<file path="src/rtl/pim_dma_pkg.sv">
// Shared definitions for the PIM DMA command path: funct3 encodings, the queued
// command payload and the dispatcher state encoding.
package pim_dma_pkg;

   localparam logic [2:0] PIM_WRITE   = 3'b001;
   localparam logic [2:0] PIM_COMPUTE = 3'b010;
   localparam logic [2:0] PIM_LOAD    = 3'b100;

   localparam logic [1:0] D_IDLE      = 2'd0;
   localparam logic [1:0] D_ISSUE     = 2'd1;
   localparam logic [1:0] D_WAIT_BUSY = 2'd2;
   localparam logic [1:0] D_WAIT_DONE = 2'd3;

   typedef logic [1:0] disp_state_t;

   typedef struct packed {
      logic [2:0]  funct3;
      logic [3:0]  sel_pim;
      logic [12:0] size;
      logic [31:0] mem_addr;
   } pim_cmd_t;

   function automatic logic cmd_is_legal(input pim_cmd_t cmd);
      logic f3_ok;
      f3_ok = (cmd.funct3 == PIM_WRITE) || (cmd.funct3 == PIM_COMPUTE) ||
              (cmd.funct3 == PIM_LOAD);
      return f3_ok && (cmd.size != '0) && (cmd.mem_addr[1:0] == 2'b00);
   endfunction

endpackage

</file>
<file path="src/rtl/pim_dma_cmd_queue_if.sv">
// Core-command, fence, DMA-handshake and status signals of the PIM command queue.
// The queue uses the slave modport; the core/DMA side uses master.
interface pim_dma_cmd_queue_if;

   logic        i_cmd_valid;
   logic        o_cmd_ready;
   logic [2:0]  i_cmd_funct3;
   logic [31:0] i_cmd_rs1;
   logic [31:0] i_cmd_rs2;
   logic        i_fence;
   logic        o_fence_stall;
   logic        o_dma_en;
   logic [2:0]  o_dma_funct3;
   logic [3:0]  o_dma_sel_pim;
   logic [12:0] o_dma_size;
   logic [31:0] o_dma_mem_addr;
   logic        i_dma_busy;
   logic        i_err_clr;
   logic        o_err_illegal;
   logic        o_err_timeout;
   logic [15:0] o_done_cnt;

   modport slave (
      input  i_cmd_valid, i_cmd_funct3, i_cmd_rs1, i_cmd_rs2, i_fence, i_dma_busy,
             i_err_clr,
      output o_cmd_ready, o_fence_stall, o_dma_en, o_dma_funct3, o_dma_sel_pim,
             o_dma_size, o_dma_mem_addr, o_err_illegal, o_err_timeout, o_done_cnt
   );

   modport master (
      output i_cmd_valid, i_cmd_funct3, i_cmd_rs1, i_cmd_rs2, i_fence, i_dma_busy,
             i_err_clr,
      input  o_cmd_ready, o_fence_stall, o_dma_en, o_dma_funct3, o_dma_sel_pim,
             o_dma_size, o_dma_mem_addr, o_err_illegal, o_err_timeout, o_done_cnt
   );

endinterface

</file>
<file path="src/rtl/pim_cmd_fifo.sv">
// Power-of-two FIFO of PIM commands; pointers carry one extra wrap bit so
// full and empty are distinguished without a separate occupancy counter.
module pim_cmd_fifo
   import pim_dma_pkg::*;
#(
   parameter int DEPTH = 4
) (
   input  logic     i_clk,
   input  logic     i_rst_n,
   input  logic     i_push,
   input  pim_cmd_t i_data,
   input  logic     i_pop,
   output pim_cmd_t o_data,
   output logic     o_full,
   output logic     o_empty
);

   localparam int AW = $clog2(DEPTH);
   localparam logic [AW:0] PTR_ONE = 1;

   logic [AW:0] wr_ptr_q, wr_ptr_d;
   logic [AW:0] rd_ptr_q, rd_ptr_d;
   pim_cmd_t    mem_q [DEPTH];
   pim_cmd_t    mem_d [DEPTH];

   always_comb begin
      // NOTE: every always_comb target gets a default first, so no path can infer a latch.
      wr_ptr_d = wr_ptr_q;
      rd_ptr_d = rd_ptr_q;
      mem_d    = mem_q;
      if (i_push) begin
         mem_d[wr_ptr_q[AW-1:0]] = i_data;
         wr_ptr_d                = wr_ptr_q + PTR_ONE;
      end
      if (i_pop) begin
         rd_ptr_d = rd_ptr_q + PTR_ONE;
      end
   end

   // NOTE: state flops use non-blocking assignment so every flop samples pre-edge values.
   always_ff @(posedge i_clk or negedge i_rst_n) begin
      if (!i_rst_n) begin
         wr_ptr_q <= '0;
         rd_ptr_q <= '0;
      end else begin
         wr_ptr_q <= wr_ptr_d;
         rd_ptr_q <= rd_ptr_d;
      end
   end

   // NOTE: storage is deliberately not reset; the pointers alone decide which entries are valid.
   always_ff @(posedge i_clk) begin
      mem_q <= mem_d;
   end

   assign o_empty = (wr_ptr_q == rd_ptr_q);
   assign o_full  = (wr_ptr_q[AW] != rd_ptr_q[AW]) &&
                    (wr_ptr_q[AW-1:0] == rd_ptr_q[AW-1:0]);
   assign o_data  = mem_q[rd_ptr_q[AW-1:0]];

endmodule

</file>
<file path="src/rtl/pim_dma_cmd_queue.sv">
// Buffers PIM commands from the core and issues them one at a time to the DMA,
// tracking its busy handshake so the core only stalls on a full queue or fence.
module pim_dma_cmd_queue
   import pim_dma_pkg::*;
#(
   parameter int DEPTH        = 4,
   parameter int BUSY_TIMEOUT = 8
) (
   input logic                 i_clk,
   input logic                 i_rst_n,
   pim_dma_cmd_queue_if.slave  bus
);

   localparam int TW = $clog2(BUSY_TIMEOUT + 1);
   localparam logic [TW-1:0] TIMER_LAST = TW'(BUSY_TIMEOUT - 1);
   localparam logic [TW-1:0] TIMER_ONE  = TW'(1);

   disp_state_t  state_q, state_d;
   pim_cmd_t     op_q, op_d;
   logic [TW-1:0] timer_q, timer_d;
   logic [15:0]  done_q, done_d;
   logic         err_ill_q, err_ill_d;
   logic         err_to_q, err_to_d;

   pim_cmd_t in_cmd, head_cmd;
   logic     fifo_full, fifo_empty;
   logic     accept, push, pop, illegal_set, timeout_set;
   logic     unused_rs2_bits;

   assign in_cmd = '{funct3:   bus.i_cmd_funct3,
                     sel_pim:  bus.i_cmd_rs2[19:16],
                     size:     bus.i_cmd_rs2[12:0],
                     mem_addr: bus.i_cmd_rs1};
   assign unused_rs2_bits = ^{bus.i_cmd_rs2[31:20], bus.i_cmd_rs2[15:13]};

   // Illegal commands are still handshaken so the core never deadlocks on them.
   assign accept      = bus.i_cmd_valid && !fifo_full;
   assign push        = accept && cmd_is_legal(in_cmd);
   assign illegal_set = accept && !cmd_is_legal(in_cmd);
   assign pop         = (state_q == D_IDLE) && !fifo_empty;

   pim_cmd_fifo #(.DEPTH(DEPTH)) u_fifo (
      .i_clk   (i_clk),
      .i_rst_n (i_rst_n),
      .i_push  (push),
      .i_data  (in_cmd),
      .i_pop   (pop),
      .o_data  (head_cmd),
      .o_full  (fifo_full),
      .o_empty (fifo_empty)
   );

   always_comb begin
      state_d     = state_q;
      op_d        = op_q;
      timer_d     = timer_q;
      done_d      = done_q;
      timeout_set = 1'b0;
      case (state_q)
         D_IDLE: begin
            if (!fifo_empty) begin
               op_d    = head_cmd;
               state_d = D_ISSUE;
            end
         end
         D_ISSUE: begin
            timer_d = '0;
            state_d = D_WAIT_BUSY;
         end
         D_WAIT_BUSY: begin
            // Busy low for BUSY_TIMEOUT consecutive cycles here abandons the command.
            if (bus.i_dma_busy) begin
               state_d = D_WAIT_DONE;
            end else if (timer_q == TIMER_LAST) begin
               timeout_set = 1'b1;
               state_d     = D_IDLE;
            end else begin
               timer_d = timer_q + TIMER_ONE;
            end
         end
         D_WAIT_DONE: begin
            if (!bus.i_dma_busy) begin
               done_d  = done_q + 16'd1;
               state_d = D_IDLE;
            end
         end
         default: state_d = D_IDLE;
      endcase
   end

   assign err_ill_d = illegal_set || (err_ill_q && !bus.i_err_clr);
   assign err_to_d  = timeout_set || (err_to_q && !bus.i_err_clr);

   always_ff @(posedge i_clk or negedge i_rst_n) begin
      if (!i_rst_n) begin
         state_q   <= D_IDLE;
         op_q      <= '0;
         timer_q   <= '0;
         done_q    <= '0;
         err_ill_q <= 1'b0;
         err_to_q  <= 1'b0;
      end else begin
         state_q   <= state_d;
         op_q      <= op_d;
         timer_q   <= timer_d;
         done_q    <= done_d;
         err_ill_q <= err_ill_d;
         err_to_q  <= err_to_d;
      end
   end

   assign bus.o_cmd_ready    = !fifo_full;
   assign bus.o_fence_stall  = bus.i_fence && !(fifo_empty && (state_q == D_IDLE));
   assign bus.o_dma_en       = (state_q == D_ISSUE);
   assign bus.o_dma_funct3   = op_q.funct3;
   assign bus.o_dma_sel_pim  = op_q.sel_pim;
   assign bus.o_dma_size     = op_q.size;
   assign bus.o_dma_mem_addr = op_q.mem_addr;
   assign bus.o_err_illegal  = err_ill_q;
   assign bus.o_err_timeout  = err_to_q;
   assign bus.o_done_cnt     = done_q;

endmodule

</file>
<file path="src/flat_wrapper.sv">
// flat-port wrapper written by rule: the top's interface ports become plain ports
module pim_dma_cmd_queue_flat import pim_dma_pkg::*;
#(
   parameter int DEPTH        = 4,
   parameter int BUSY_TIMEOUT = 8
)
  (i_clk, i_rst_n, bus_i_cmd_valid, bus_i_cmd_funct3, bus_i_cmd_rs1, bus_i_cmd_rs2, bus_i_fence, bus_i_dma_busy, bus_i_err_clr, bus_o_cmd_ready, bus_o_fence_stall, bus_o_dma_en, bus_o_dma_funct3, bus_o_dma_sel_pim, bus_o_dma_size, bus_o_dma_mem_addr, bus_o_err_illegal, bus_o_err_timeout, bus_o_done_cnt);
  pim_dma_cmd_queue_if bus_i ();
  input logic i_clk;
  input logic i_rst_n;
  input wire logic [$bits(bus_i.i_cmd_valid)-1:0] bus_i_cmd_valid;
  input wire logic [$bits(bus_i.i_cmd_funct3)-1:0] bus_i_cmd_funct3;
  input wire logic [$bits(bus_i.i_cmd_rs1)-1:0] bus_i_cmd_rs1;
  input wire logic [$bits(bus_i.i_cmd_rs2)-1:0] bus_i_cmd_rs2;
  input wire logic [$bits(bus_i.i_fence)-1:0] bus_i_fence;
  input wire logic [$bits(bus_i.i_dma_busy)-1:0] bus_i_dma_busy;
  input wire logic [$bits(bus_i.i_err_clr)-1:0] bus_i_err_clr;
  output wire logic [$bits(bus_i.o_cmd_ready)-1:0] bus_o_cmd_ready;
  output wire logic [$bits(bus_i.o_fence_stall)-1:0] bus_o_fence_stall;
  output wire logic [$bits(bus_i.o_dma_en)-1:0] bus_o_dma_en;
  output wire logic [$bits(bus_i.o_dma_funct3)-1:0] bus_o_dma_funct3;
  output wire logic [$bits(bus_i.o_dma_sel_pim)-1:0] bus_o_dma_sel_pim;
  output wire logic [$bits(bus_i.o_dma_size)-1:0] bus_o_dma_size;
  output wire logic [$bits(bus_i.o_dma_mem_addr)-1:0] bus_o_dma_mem_addr;
  output wire logic [$bits(bus_i.o_err_illegal)-1:0] bus_o_err_illegal;
  output wire logic [$bits(bus_i.o_err_timeout)-1:0] bus_o_err_timeout;
  output wire logic [$bits(bus_i.o_done_cnt)-1:0] bus_o_done_cnt;
  assign bus_i.i_cmd_valid = bus_i_cmd_valid;
  assign bus_i.i_cmd_funct3 = bus_i_cmd_funct3;
  assign bus_i.i_cmd_rs1 = bus_i_cmd_rs1;
  assign bus_i.i_cmd_rs2 = bus_i_cmd_rs2;
  assign bus_i.i_fence = bus_i_fence;
  assign bus_i.i_dma_busy = bus_i_dma_busy;
  assign bus_i.i_err_clr = bus_i_err_clr;
  assign bus_o_cmd_ready = bus_i.o_cmd_ready;
  assign bus_o_fence_stall = bus_i.o_fence_stall;
  assign bus_o_dma_en = bus_i.o_dma_en;
  assign bus_o_dma_funct3 = bus_i.o_dma_funct3;
  assign bus_o_dma_sel_pim = bus_i.o_dma_sel_pim;
  assign bus_o_dma_size = bus_i.o_dma_size;
  assign bus_o_dma_mem_addr = bus_i.o_dma_mem_addr;
  assign bus_o_err_illegal = bus_i.o_err_illegal;
  assign bus_o_err_timeout = bus_i.o_err_timeout;
  assign bus_o_done_cnt = bus_i.o_done_cnt;
  pim_dma_cmd_queue #(.DEPTH(DEPTH), .BUSY_TIMEOUT(BUSY_TIMEOUT)) u_core (.i_clk(i_clk), .i_rst_n(i_rst_n), .bus(bus_i));
endmodule
</file>
<file path="config.mk">
export PLATFORM = sky130hd
export DESIGN_NAME = pim_dma_cmd_queue_flat
export DESIGN_NICKNAME = d
export VERILOG_FILES = /design/src/rtl/pim_dma_pkg.sv /design/src/rtl/pim_dma_cmd_queue_if.sv /design/src/rtl/pim_cmd_fifo.sv /design/src/rtl/pim_dma_cmd_queue.sv /design/src/flat_wrapper.sv
export SDC_FILE = /design/constraint.sdc
export NUM_CORES = 1
export LEC_CHECK = 0
export CAP_MARGIN = 0
export CORE_MARGIN = 2
export CORE_UTILIZATION = 55
export CTS_CLUSTER_DIAMETER = 120
export DETAILED_ROUTE_END_ITERATION = 10
export GPL_ROUTABILITY_DRIVEN = 0
export PLACE_DENSITY = 0.8
export SLEW_MARGIN = 25
export SYNTH_ARGS = -nofsm -noshare
export SYNTH_HDL_FRONTEND = slang
export SYNTH_SLANG_ARGS = --single-unit
</file>
<file path="constraint.sdc">
create_clock -name i_clk -period 9.6 [get_ports i_clk]
set_clock_uncertainty 0.1 [all_clocks]
set_input_delay 0.96 -clock i_clk [delete_from_list [all_inputs] [get_ports i_clk]]
set_output_delay 0.96 -clock i_clk [all_outputs]
set_load 0.05 [all_outputs]
</file>
==> impl_metrics.env <==
export IMPL_status="complete, no violations"
export IMPL_fin_crit_sh=0.373
export IMPL_ys_seq_elements=290
export IMPL_wire_per_inst_microns=21.2
export IMPL_p_total_mw=4.37
export IMPL_postPlaceCellArea_sq_um=12700
export IMPL_ff2ff_setup_slack_ns=6.58
export IMPL_die_height_microns=146
export IMPL_layout_drive_gt1_share=0.231
export IMPL_placed_cells=925
export IMPL_worstPathCellList="xnor2_1 > nand4_1 > and2_1 > clkdlybuf4s50_1"
export IMPL_hold_viol_final=0
export IMPL_clock_sinks=290
export IMPL_worst_path_buf_inv=1
export IMPL_ys_warnings_count=0
export IMPL_pre_cts_ws_ns=5.71
export IMPL_p_clk_frac=0.254
export IMPL_cpMaxStageDelayCell="clkdlybuf4s50_1"
export IMPL_h_tree_depth=1
export IMPL_design_area_sq_um=13600
export IMPL_fin_nets=775
export IMPL_cts_tree="done"
export IMPL_ir_drop_v=0.000289
export IMPL_r2r_end="u_core.u_fifo.mem_q[122]$_DFFE_PP_"
export IMPL_cap_violations=0
export IMPL_num_rows=51
export IMPL_p_leak_nw=4.83
export IMPL_avgSynthCellArea_sq_um=20.5
export IMPL_regToRegStartpoint="u_core.u_fifo.rd_ptr_q[0]$_DFFE_PN0P_"
export IMPL_core_sq_um=19600
export IMPL_ios=146
export IMPL_synth_top_cell_area_share=0.564
export IMPL_tightest_slew_ns=0.781
export IMPL_grt_total_usage=0.201
export IMPL_p_per_area_nw_per_um2=321
export IMPL_cp_end_kind="output pin"
export IMPL_vias=5554
export IMPL_syn_to_final_growth_pct=23.0
export IMPL_hold_buffers=0
export IMPL_fin_crit_ns=3.59
export IMPL_hpwl_microns=12500
export IMPL_syn_area_sq_um=11100
export IMPL_setup_violations_final=0
export IMPL_async_flop_share=0.283
export IMPL_critPathLaunchType="flop"
export IMPL_setup_tns_ns=0
export IMPL_fin_ws_ns=6.01
export IMPL_overflow=0
export IMPL_rsz0062_at_grt="false"
export IMPL_die_w_microns=146
export IMPL_initial_core_util=0.565
export IMPL_ant_nets=0
export IMPL_power_switching_mw=1.49
export IMPL_whs_ns=0.290
export IMPL_ys_types=38
export IMPL_combPwrFrac=0.365
export IMPL_cpLargestDelayFamily="buffers and inverters"
export IMPL_synth_main_ff_cell="edfxtp_1"
export IMPL_synth_area_top_cells="edfxtp_1, dfrtp_1, mux4_2, mux2_2, ha_1"
export IMPL_clk_pin_slew_ns=0.06
export IMPL_firstDrtPassIters=4
export IMPL_min_path_type="in -> async"
export IMPL_drv_slew=0
export IMPL_die_area_sq_um=21300
export IMPL_wirelength_microns=20700
export IMPL_slowest_delay_ns=0.69
export IMPL_netlist_instances=540
export IMPL_yosysTopAreaCell="edfxtp_1"
export IMPL_worstPathRequired_ns=8.54
export IMPL_worstRegToRegCells=5
export IMPL_syn_nets=624
export IMPL_critPathKind="reg -> out"
export IMPL_clkLatencyLatePin_ns=0.53
export IMPL_antennaDiodeCount=0
export IMPL_root_buffer="clkbuf_16"
export IMPL_fmax_mhz=279
export IMPL_drtIter0Drc=355
export IMPL_postCtsResizedCells=0
export IMPL_synth_edf_count=208
export IMPL_grt_pass1_wl_microns=33200
export IMPL_finish_utilization=0.695
export IMPL_p_int_mw=2.88
export IMPL_ys_seq_area_frac=0.749
export IMPL_fin_cells=979
export IMPL_antenna_found_initial=0
export IMPL_p_seq_frac=0.381
export IMPL_cp_data_arrival_time_ns=2.53
export IMPL_p_sw_frac=0.341
export IMPL_numCtsBuffers=29
export IMPL_clockBufferDepth=3
export IMPL_drt_drc_violations_left=0
export IMPL_post_cts_setup_buffers=0
export IMPL_first_global_vias=6007
export IMPL_crit_path_max_fanout=11
export IMPL_grt_max_degree=54
export IMPL_maxSlewHeadroom=0.479
export IMPL_vias_per_cell=5.67
export IMPL_io_buffers=130
==> area by class of cell <==
type,count,area (sq um)
Clock buffer,40,807
Clock inverter,14,153
Fill cell,1258,5970
Inverter,13,48.8
Multi-Input combinational cell,218,2610
Sequential cell,290,8300
Tap cell,265,332
Timing Repair Buffer,139,1370
==> cell usage in the layout (no fill, tap or decap), drive strengths merged, types with 2 or more instances in the layout <==
cell,instances
edfxtp,208
clkdlybuf4s50,129
dfrtp,82
mux2,55
mux4,52
clkbuf,40
xnor2,15
inv,14
xor2,11
nand2,11
ha,11
buf,10
clkinv,9
nor2,6
nand4,6
a21oi,6
a31oi,5
nor4,4
nand3,4
and3,4
and2,4
nor3,3
bufinv,3
o21ai,2
and3b,2
nand4b,2
nand3b,2
nor2b,2
o22ai,2
o31ai,2
==> logic make-up (layout without fill, tap and decap cells) <==
| family | Yosys count | after routing | synth area share |
|---|---|---|---|
| xor gates and xnor gates | 26 | 26 | 0.0206 |
| adders and majority gates | 11 | 11 | 0.0124 |
| DFF | 290 | 290 | 0.749 |
| and+or+nand+nor | 50 | 50 | 0.0247 |
| muxes | 107 | 107 | 0.162 |
| AOI/OAI and AO/OA | 24 | 24 | 0.0158 |
| buffers and inverters | 32 | 206 | 0.0158 |
==> how the worst max path moves through the flow <==
stage	end	cells past startpoint	from
2_1_floorplan	u_core.u_fifo.mem_q[100]$_DFFE_PP_	4	bus_i_cmd_funct3[0]
3_3_place_gp	u_core.u_fifo.mem_q[165]$_DFFE_PP_	6	bus_i_cmd_funct3[2]
3_5_place_dp	u_core.u_fifo.mem_q[165]$_DFFE_PP_	6	bus_i_cmd_rs1[1]
4_1_cts	bus_o_fence_stall	4	u_core.u_fifo.rd_ptr_q[0]$_DFFE_PN0P_
5_1_grt	bus_o_fence_stall	4	u_core.u_fifo.rd_ptr_q[0]$_DFFE_PN0P_
6_report	bus_o_fence_stall	4	u_core.u_fifo.rd_ptr_q[0]$_DFFE_PN0P_
==> state kept, by name, indices dropped and copies added (netlist names) <==
| name | count |
|---|---|
| u_core.bus.o_err_timeout | 1 |
| u_core.state_q | 2 |
| u_core.bus.o_dma_mem_addr | 32 |
| u_core.bus.o_err_illegal | 1 |
| u_core.timer_q | 4 |
| u_core.bus.o_dma_size | 13 |
| u_core.u_fifo.rd_ptr_q | 3 |
| u_core.bus.o_dma_funct3 | 3 |
| u_core.u_fifo.wr_ptr_q | 3 |
| u_core.bus.o_done_cnt | 16 |
| u_core.u_fifo.mem_q | 208 |
| u_core.bus.o_dma_sel_pim | 4 |
==> power by group through the flow <==
stage | logic, mW | clock network, mW | registers (mW)
CTS | 1.62 | 1.13 | 1.66
global placement | 1.57 | 0 | 1.67
floorplan | 0.762 | 0 | 2.07
finish | 1.59 | 1.11 | 1.66
detailed placement | 1.61 | 0 | 1.69
global route | 1.69 | 1.18 | 1.69
==> layer usage <==
metal  global-route usage  vias to the layer above  routed length, microns
met3               0.0389                       30                    1330
met1                0.264                     2892                    8420
met2                0.354                      188                   10600
met5                    0                        -                       0
met4               0.0426                        0                     316
li1                     -                     2444                       -
==> synth_stat cells (3+ instances only) <==
cell type / instances
a21oi_1: 6
a31oi_1: 5
and2_1: 4
and3_1: 4
buf_2: 5
buf_6: 6
clkbuf_1: 7
dfrtp_1: 82
edfxtp_1: 208
ha_1: 11
inv_1: 13
mux2_1: 4
mux2_2: 51
mux4_2: 52
nand2_1: 11
nand3_1: 4
nand4_1: 6
nor2_1: 6
nor3_1: 3
nor4_1: 4
xnor2_1: 15
xor2_1: 11
Note: power is estimated with default switching activity, not from simulation.
